## src/rtl/lane_pipe_pkg.sv

```systemverilog
// ============================================================================
// Module      : lane_pipe_pkg
// Description : Shared constants, lane typedefs and occupancy-width helper
//               for the lane_pipe_array elastic pipe.
// Revision    : 1.0 - initial release
// ============================================================================
`default_nettype none

package lane_pipe_pkg;

    localparam int c_NUM_LANES_DEF = 6;
    localparam int c_LANE_W_DEF    = 2;
    localparam int c_DEPTH_DEF     = 4;

    typedef logic [c_LANE_W_DEF-1:0] lane_t;
    typedef lane_t [c_NUM_LANES_DEF-1:0] lane_vec_t;

    // Width needed to count 0..depth valid stages inclusive.
    function automatic int occ_w(input int depth);
        return $clog2(depth + 1);
    endfunction

endpackage

`default_nettype wire

```

## src/rtl/lane_pipe_array_pipe_stage.sv

```systemverilog
// ============================================================================
// Module      : pipe_stage
// Description : One elastic register slice: valid/data registers, load when
//               empty or downstream ready, flush clears valid only.
// Revision    : 1.0 - initial release
// ============================================================================
`default_nettype none

module pipe_stage
    import lane_pipe_pkg::*;
#(
    parameter int W = c_NUM_LANES_DEF * c_LANE_W_DEF
) (
    input  logic         clk,
    input  logic         rst,
    input  logic         flush_i,
    input  logic         up_valid_i,
    input  logic [W-1:0] up_data_i,
    input  logic         dn_ready_i,
    output logic         valid_o,
    output logic [W-1:0] data_o
);

    logic         r_v_q;
    logic         w_v_d;
    logic [W-1:0] r_data_q;
    logic [W-1:0] w_data_d;
    logic         w_ready;

    assign w_ready = ~r_v_q | dn_ready_i;

    // Data only captures real beats so bubbles never toggle the register.
    always_comb begin
        w_v_d    = r_v_q;
        w_data_d = r_data_q;
        if (flush_i) begin
            w_v_d = 1'b0;
        end else if (w_ready) begin
            w_v_d = up_valid_i;
            if (up_valid_i) begin
                w_data_d = up_data_i;
            end
        end
    end

    always_ff @(posedge clk) begin
        if (rst) begin
            r_v_q    <= 1'b0;
            r_data_q <= '0;
        end else begin
            r_v_q    <= w_v_d;
            r_data_q <= w_data_d;
        end
    end

    assign valid_o = r_v_q;
    assign data_o  = r_data_q;

endmodule

`default_nettype wire

```

## src/rtl/lane_pipe_array.sv

```systemverilog
// ============================================================================
// Module      : lane_pipe_array
// Description : NUM_LANES x LANE_W lockstep elastic pipe, DEPTH stages deep,
//               with flush and busy. Define LANE_PIPE_OCC_EN to add occ.
// Revision    : 1.0 - initial release
// ============================================================================
`default_nettype none

module lane_pipe_array
    import lane_pipe_pkg::*;
#(
    parameter int NUM_LANES = c_NUM_LANES_DEF,
    parameter int LANE_W    = c_LANE_W_DEF,
    parameter int DEPTH     = c_DEPTH_DEF
) (
    input  logic                        clk,
    input  logic                        rst,
    input  logic                        flush,
    input  logic                        in_valid,
    output logic                        in_ready,
    input  logic [NUM_LANES*LANE_W-1:0] in_data,
    output logic                        out_valid,
    input  logic                        out_ready,
    output logic [NUM_LANES*LANE_W-1:0] out_data,
    output logic                        busy
`ifdef LANE_PIPE_OCC_EN
    ,
    output logic [occ_w(DEPTH)-1:0]     occ
`endif
);

    localparam int c_DATA_W = NUM_LANES * LANE_W;

    logic [DEPTH-1:0]    w_valid;
    logic [c_DATA_W-1:0] w_data [DEPTH];
    logic [DEPTH:0]      w_rdy;

    // Ready chain unrolled: stage k can move if any stage at or after k is
    // empty, or the consumer is taking a beat.
    always_comb begin
        w_rdy = '0;
        for (int k = 0; k <= DEPTH; k++) begin
            w_rdy[k] = out_ready;
            for (int j = k; j < DEPTH; j++) begin
                if (!w_valid[j]) begin
                    w_rdy[k] = 1'b1;
                end
            end
        end
    end

    for (genvar k = 0; k < DEPTH; k++) begin : g_stage
        logic                w_up_valid;
        logic [c_DATA_W-1:0] w_up_data;

        if (k == 0) begin : g_head
            assign w_up_valid = in_valid;
            assign w_up_data  = in_data;
        end else begin : g_body
            assign w_up_valid = w_valid[k-1];
            assign w_up_data  = w_data[k-1];
        end

        pipe_stage #(
            .W (c_DATA_W)
        ) u_stage (
            .clk        (clk),
            .rst        (rst),
            .flush_i    (flush),
            .up_valid_i (w_up_valid),
            .up_data_i  (w_up_data),
            .dn_ready_i (w_rdy[k+1]),
            .valid_o    (w_valid[k]),
            .data_o     (w_data[k])
        );
    end

    assign in_ready  = w_rdy[0] & ~flush;
    assign out_valid = w_valid[DEPTH-1];
    assign out_data  = w_data[DEPTH-1];
    assign busy      = |w_valid;

`ifdef LANE_PIPE_OCC_EN
    localparam int c_OCC_W = occ_w(DEPTH);

    logic [c_OCC_W-1:0] r_occ_q;
    logic [c_OCC_W-1:0] w_occ_d;
    logic               w_acc;
    logic               w_emit;

    always_comb begin
        w_acc   = in_valid & in_ready;
        w_emit  = out_valid & out_ready;
        w_occ_d = r_occ_q;
        if (flush) begin
            w_occ_d = '0;
        end else if (w_acc && !w_emit) begin
            w_occ_d = r_occ_q + 1'b1;
        end else if (!w_acc && w_emit) begin
            w_occ_d = r_occ_q - 1'b1;
        end
    end

    always_ff @(posedge clk) begin
        if (rst) begin
            r_occ_q <= '0;
        end else begin
            r_occ_q <= w_occ_d;
        end
    end

    assign occ = r_occ_q;
`endif

endmodule

`default_nettype wire

```

## config.mk

```make
export PLATFORM = sky130hd
export DESIGN_NAME = lane_pipe_array
export DESIGN_NICKNAME = d
export VERILOG_FILES = /design/src/rtl/lane_pipe_pkg.sv /design/src/rtl/lane_pipe_array_pipe_stage.sv /design/src/rtl/lane_pipe_array.sv
export SDC_FILE = /design/constraint.sdc
export NUM_CORES = 1
export LEC_CHECK = 0
export BUFFER_PORTS_ARGS = -buffer_cell sky130_fd_sc_hd__buf_2
export CAP_MARGIN = 30
export CORE_ASPECT_RATIO = 1.1
export CORE_MARGIN = 8
export CORE_UTILIZATION = 40
export DETAILED_ROUTE_END_ITERATION = 16
export HOLD_SLACK_MARGIN = 0.03
export SYNTH_ARGS = -nofsm -noshare
export SYNTH_HDL_FRONTEND = slang
export SYNTH_SLANG_ARGS = --single-unit
```

## constraint.sdc

```tcl
create_clock -name clk -period 1.18 [get_ports clk]
set_input_delay 0.177 -clock clk [delete_from_list [all_inputs] [get_ports clk]]
set_output_delay 0.177 -clock clk [all_outputs]
set_load 0.005 [all_outputs]
```

==> results of run 1 <==
state kept, by name (all words and copies together), names as in the netlist:
signal / count
g_stage.u_stage.data_o: 48
g_stage.u_stage.valid_o: 4
Yosys cell counts (2+ instances only):
library cell | n | share of area
dfxtp_1 | 52 | 0.49
a21oi_1 | 38 | 0.090
nand3_1 | 36 | 0.085
o21ai_0 | 34 | 0.080
nand2b_1 | 28 | 0.082
clkbuf_1 | 13 | 0.023
mux2i_1 | 12 | 0.057
buf_2 | 5 | 0.012
nor2b_1 | 3 | 0.0088
o21a_1 | 3 | 0.011
o21ai_1 | 2 | 0.0047
final cells by class:
cell class              count  area [um2]  area share
clock buffers               6       82.58     0.02996
flip-flops and latches     52        1051      0.3813
clock inverters             2       38.79     0.01407
well taps                  60       75.07     0.02724
repair buffers             50       380.4      0.1380
multi-input cells         167        1129      0.4094
worst max-delay path, delay by kind of cell, from the launching register on:
kind,cells,cell delay [ns]
simple gates,1,0.51
flops,1,0.37
buf+inv,1,0.13
repair_timing:
item	CTS	global route
pin swaps	3	20
gates cloned	0	3
gates resized for setup	22	46
endpoints found under the setup margin	14	38
setup buffers	1	3
routing by layer:
layer | wire, um | vias up | share of wire | global-route usage
li1 | - | 915 | - | -
met1 | 2264 | 793 | 0.49 | 0.1450
met2 | 2198 | 34 | 0.47 | 0.1838
met3 | 166 | 4 | 0.036 | 0.02746
met4 | 31 | 0 | 0.0067 | 0.04386
met5 | 0 | - | 0 | 0
cell usage in the layout, fill, tap and decap left out, types with 2 or more instances in the layout:
master | Yosys | layout
dfxtp_1 | 52 | 48
nand3_1 | 36 | 36
buf_2 | 5 | 31
a21oi_1 | 38 | 30
nand2b_1 | 28 | 26
o21ai_0 | 34 | 14
mux2i_1 | 12 | 12
o21ai_1 | 2 | 10
buf_4 | 1 | 10
a21oi_2 | 0 | 8
o21ai_4 | 0 | 7
clkbuf_8 | 0 | 6
o21ai_2 | 0 | 5
buf_6 | 1 | 4
buf_12 | 1 | 4
o21a_1 | 3 | 3
nor2b_1 | 3 | 2
and3b_2 | 0 | 2
dfxtp_2 | 0 | 2
dfxtp_4 | 0 | 2
kinds of logic after synthesis:
group	share of synthesized area
and+or+nand+nor	0.2074
buffers and inverters	0.05304
DFF	0.4903
AOI/OAI and AO/OA	0.1927
muxes	0.05657
stage by stage:
| stage | utilization | instance area [um2] | total power (uW) | TNS [ns] | worst slack, ns |
|---|---|---|---|---|---|
| global route | 0.5245 | 2756 | 3381 | -3.631 | -0.3299 |
| floorplan | - | 2127 | 1943 | -0.2635 | -0.02635 |
| CTS | 0.4845 | 2546 | 3267 | -1.774 | -0.2983 |
| global placement | 0.4529 | 2380 | 2005 | 0 | 0.02054 |
| finish | 0.5245 | 2756 | 3252 | -2.266 | -0.3012 |
| detailed placement | 0.4529 | 2380 | 2007 | -0.005500 | -0.003592 |
where the power goes:
group | switching, uW | leakage (uW) | internal (uW)
combinational | 94.5 | 0.000507 | 95.8
clock | 575 | 0.0000614 | 694
sequential | 17.0 | 0.000423 | 1780
total | 687 | 0.000992 | 2570
path summary, 6_finish.rpt:
path	start	endpoint	slack [ns]
worst min-delay path	in_data[4]	g_stage[0].u_stage.data_o[4]$_SDFFE_PP0P_	0.12
worst max register to register	g_stage[2].u_stage.valid_o$_SDFFE_PP0P_	g_stage[0].u_stage.data_o[5]$_SDFFE_PP0P_	-0.11
worst min register to register	g_stage[2].u_stage.data_o[5]$_SDFFE_PP0P_	g_stage[3].u_stage.data_o[5]$_SDFFE_PP0P_	0.46
worst max-delay path	g_stage[2].u_stage.valid_o$_SDFFE_PP0P_	busy	-0.30
==> summary.md, run 1 <==
| Metric | Value |
|---|---|
| Sink Count | 52 |
| Initial Util | 0.4040 |
| Post-layout min period | 1.481 ns |
| Core footprint | 5255 um2 |
| Crit end category | output pin |
| Routed WL | roughly 4.7 mm |
| Slew at the pin closest to its max-slew limit | around 0.35 ns |
| Worst skew pair latency | 0.30 ns |
| Fill count | 523 |
| DRC | 0 |
| DR WL/cell | 13.83 um |
| Die area | 7898 um2 |
| Hold_buf cts | 0 |
| Synth cell types | 24 |
| Initial drt markers | 142 |
| Cell Chain, Critical Path | or4_4, buf_6 |
| Std-Cell Rows | 28 |
| First-pass DRT Iterations | 7 |
| Share of cells above drive strength 1 | 0.3285 |
| Failing checks | negative setup slack |
| Hold path depth | 3 |
| CP max stage delay | 0.51 ns |
| Outcome | finished, violations left |
| Gr usage total | 0.1146 |
| Final period utilization | 1.255 |
| Synth Warn # | 0 |
| Vias in the first global route | 1732 |
| Synth async-reset ratio | 0 |
| Antenna violations before repair | 0 |
| Setup slack after layout | -0.3012 ns |
| Critical path startpoint category | flop |
| Synth Instances | 239 |
| Clock Tree Buf Depth | 2 |
| Final setup violation count | 23 |
| Via Count | 1746 |
| Final Max Tran Viols | 0 |
| Worst Path Required | 1.00 ns |
| Leakage | 0.0009918 uW |
| Worst hold slack | about 0.12 ns |
| Flops & latches, synth | 52 |
| Clk_skew | 0.007503 ns |
| Post-Syn Area | about 2100 um2 |
| Finished Layout Cells | 337 |
| Unrepaired setup endpoints after global routing | yes |
| Dpl cells | about 320 |
| IO Count | 32 |
| Synth Flop Type | dfxtp_1 |
| Worst setup path category | reg2out |
| First-pass GRT wire length | roughly 7.7 mm |
| WP data arrival | 1.30 ns |
| Cells on worst reg2reg path | 5 |
| Inserted Clock Buffers | 5 |
| Die Ht | slightly above 90 um |
| Max-Cap Viols | 0 |
| Root Driver | clkbuf_8 |
| Maximum VDD drop | ~0.55 mV |
| P per Cell Area | 1180 nW/um2 |
| Final GP Congestion | just over 0.7 |
| Overflow after GRT | 0 |
| Avg Synthesized Cell Area | slightly below 9 um2 |
| Nets | between 200 and 300 |
| Syn nets | 256 |
| Area Growth Syn to Fin | 29.82% |
| Slew headroom | 0.7663 |
| Port bufs | 31 |
| Largest net degree at the start of global routing | 39 |
| Ant. Diodes | 0 |
| Clk pin slew, worst setup/hold paths | around 0.090 ns |
| FMAX | ~0.68 GHz |
| ANT nets after route | 0 |
| Clock tree from TritonCTS | yes |
| Slowest cell on the critical path | or4_4 |
| DIE WIDTH | ~85 um |
| Hpwl dp | 3.011 mm |
| Final hold violation count | 0 |
| H-tree depth | 2 |
| Register area share after synthesis | 0.4903 |
| Maximum fanout along the worst path | 6 |
| Vias per inst | approximately 5.2 |
| Worst hold path class | in2reg |
| Post-synth EDFFs | 0 |
Note: power is estimated with default switching activity, not from simulation.
==> inputs of run 2 (changes only) <==
- CTS_BUF_LIST: unset -> sky130_fd_sc_hd__clkbuf_16
- MAX_ROUTING_LAYER: unset -> met4
- SYNTH_HIERARCHICAL: unset -> 1
==> run 2 against run 1 <==
  * The run still ends with negative setup slack left
  * Clock-buffer cell count is 1 lower
  * Highest routed layer unchanged
  * Critical path depth stayed put
  * Die area is 11% higher
  * Sequential share of layout area is 2.1 points lower
  * Sequential cell count stayed put
  * First-iteration DRC count is 69% lower
  * Area after synthesis is 14% higher
  * Global-route usage is 2.3 points lower
==> summary.md, run 2 <==
| Metric | Value |
|---|---|
| Setup TNS Final | -7.640 ns |
| Core footprint | 5806 um2 |
| Ant. Diodes | 0 |
| Avg Synthesized Cell Area | approximately 10 um2 |
| CP max stage delay | approximately 0.5 ns |
| Synth async-reset ratio | 0 |
| Top cell type's share of synthesized area | 0.4315 |
| DR WL/cell | 11.27 um |
| WP depth | 2 |
| Flops & latches, synth | 52 |
| Synth cell count leaders | nand2b_1, dfxtp_1, mux2i_1 |
| DRC | 0 |
| Worst setup path category | reg2out |
| Area of the multi-input gates | 1300 um2 |
| Inserted Clock Buffers | 5 |
| Slowest cell on the critical path | or4_1 |
| Nets | approximately 280 |
| R2r endpoint | g_stage[1].u_stage/data_o[9]$_SDFFE_PP0P_ |
| CP Launch Point | g_stage[3].u_stage/valid_o$_SDFFE_PP0P_ |
| Crit end category | output pin |
| Antenna violations before repair | 0 |
| First-pass DRT Iterations | 4 |
| Final GP Congestion | 0.7817 |
| Fill count | 563 |
| Reg2reg setup slack | -0.18 ns |
| Final setup violation count | 50 |
| Port bufs | 31 |
| Dpl cells | 333 |
| Die area | 8775 um2 |
| Largest net degree at the start of global routing | 72 |
| Dpl ws | -0.04965 ns |
| WP data arrival | 1.24 ns |
| Outcome | finished, violations left |
| H-tree depth | 2 |
| DIE WIDTH | 90.05 um |
| Vias in the first global route | 1450 |
| Setup slack after layout | -0.2348 ns |
| Commonest non-fill, non-tap cell in the layout | nand2b_1 |
| Routed WL | 3.876 mm |
| CP top delay family | simple AND/OR/NAND/NOR gates |
| Worst Setup EP | busy |
| Vias per inst | 4.422 |
| Finished Layout Cells | about 340 |
| First-pass GRT wire length | 6.644 mm |
| Clk pin slew, worst setup/hold paths | 0.07 ns |
| Register area share after synthesis | 0.4315 |
| Std-Cell Rows | 29 |
| Post-synth EDFFs | 0 |
| Worst skew pair latency | 0.28 ns |
| Most numerous cell in the Yosys netlist | nand2b_1 |
| Root Driver | clkbuf_16 |
| Synth Instances | 230 |
| Sink Count | between 50 and 60 |
| Maximum fanout along the worst path | 2 |
| Hold_buf cts | 0 |
| Slew headroom | 0.8028 |
| Initial drt markers | 44 |
| CP Buf/Inv Count | 1 |
| Final Max Tran Viols | 0 |
| Syn nets | 247 |
| Worst hold path class | in2reg |
| Share of cells above drive strength 1 | 0.2397 |
| Failing checks | negative setup slack |
| Worst Path Required | 1.00 ns |
| Final period utilization | 1.199 |
| Overflow after GRT | 0 |
| Maximum VDD drop | 0.8312 mV |
| Synth top area cells | dfxtp_1, nand2b_1, mux2i_1, nor3b_4, buf_8 |
| Post-Syn Area | around 2400 um2 |
| Register area | 1047 um2 |
| Area Growth Syn to Fin | 20.38% |
| IO Count | 32 |
| Initial Util | 0.4155 |
| Slew at the pin closest to its max-slew limit | 0.2959 ns |
| Clock Tree Buf Depth | 2 |
| Clk_skew | 0.005346 ns |
| Critical path startpoint category | flop |
| Max-Cap Viols | 0 |
| Synth Flop Type | dfxtp_1 |
| FMAX | 0.7068 GHz |
| Clock tree from TritonCTS | yes |
| Gr usage total | 0.09124 |
| Via Count | between 1500 and 2000 |
| Most frequent cells in the layout | nand2b_1, dfxtp_1, mux2i_1 |
| Leakage | roughly 0.0010 uW |
| Synth Warn # | 6 |
| R2R Path Start | g_stage[3].u_stage/valid_o$_SDFFE_PP0P_ |
| Cell Chain, Critical Path | or4_1, buf_2 |
| Unrepaired setup endpoints after global routing | yes |
| Area leader, netlist | dfxtp_1 |
| Power Total | 3598 uW |
| Final hold violation count | 0 |
| Post-layout min period | 1.415 ns |
| Synth cell types | 15 |
| ANT nets after route | 0 |
| Die Ht | 97.45 um |
| Hpwl dp | 2.535 mm |
| Max reg flops | 48 |
| Cells on worst reg2reg path | 7 |
| P per Cell Area | roughly 1200 nW/um2 |
run 2: cell count changes in the layout (fill, tap and decap cells not counted), sizes merged, moves of 3 or more:
cell | previous run | this run
mux2i | 12 | 48
nand2b | 28 | 96
a21oi | 39 | 0
nor3 | 1 | 4
nor3b | 0 | 4
o21a | 3 | 0
buf | 49 | 41
o21ai | 36 | 0
nand3 | 36 | 1
nor2 | 1 | 4
run 2: layer usage:
| layer | global-route usage | vias to the layer above | wire (um) | part of all wire |
|---|---|---|---|---|
| met3 | 0.03091 | 4 | 142 | 0.037 |
| li1 | - | 819 | - | - |
| met1 | 0.1196 | 672 | 2184 | 0.56 |
| met2 | 0.1219 | 26 | 1491 | 0.38 |
| met5 | - | - | 0 | 0 |
| met4 | 0.04231 | 0 | 58 | 0.015 |
run 2: power breakdown:
group          leakage [uW]  internal, uW  switching (uW)
logic              0.000498           132            95.1
registers          0.000422          1780            14.1
clock network     0.0000850           988             589
run 2: final cells by class:
cell class,instances,area share
multi-input cells,165,0.4477
flip-flops and latches,52,0.3606
repair buffers,41,0.1008
clock buffers,5,0.04308
well taps,77,0.03318
clock inverters,3,0.01336
inverters,1,0.001293
run 2: per-stage QoR:
stage / hold slack (ns) / area [um2] / util
finish: 0.1497 / 2904 / 0.5002
global route: 0.1519 / 2904 / 0.5002
CTS: 0.1419 / 2894 / 0.4985
detailed placement: 0.4445 / 2705 / 0.4659
global placement: 0.4384 / 2705 / 0.4659
floorplan: 0.2488 / 2429 / -
run 2: repair_timing:
item	CTS	global route
pin swaps	1	1
cloned	0	0
setup buffers	2	1
endpoints found under the setup margin	50	51
resized for setup	4	1
run 2: worst min-delay path by stage:
| stage | cells past startpoint | end | startpoint | slack [ns] |
|---|---|---|---|---|
| after floorplan | 1 | g_stage[3].u_stage/valid_o$_SDFFE_PP0P_ | flush | 0.25 |
| after global placement | 3 | g_stage[0].u_stage/data_o[8]$_SDFFE_PP0P_ | in_data[8] | 0.44 |
| after detailed placement | 3 | g_stage[0].u_stage/data_o[9]$_SDFFE_PP0P_ | in_data[9] | 0.44 |
| after CTS | 3 | g_stage[0].u_stage/data_o[9]$_SDFFE_PP0P_ | in_data[9] | 0.14 |
| after global routing | 3 | g_stage[0].u_stage/data_o[8]$_SDFFE_PP0P_ | in_data[8] | 0.15 |
| final | 3 | g_stage[0].u_stage/data_o[10]$_SDFFE_PP0P_ | in_data[10] | 0.15 |
run 2: logic make-up (layout without fill, tap and decap cells):
kind of cell / after synthesis / after routing / share of synthesized area
simple gates: 116 / 116 / 0.3268
flops: 52 / 52 / 0.4315
mux: 48 / 48 / 0.1992
buf+inv: 13 / 50 / 0.03890
compound gates: 1 / 1 / 0.003631
run 2: worst min-delay path, stage by stage:
cell	delay [ns]
buf_2	0.10
nand2b_1	0.05
mux2i_1	0.06
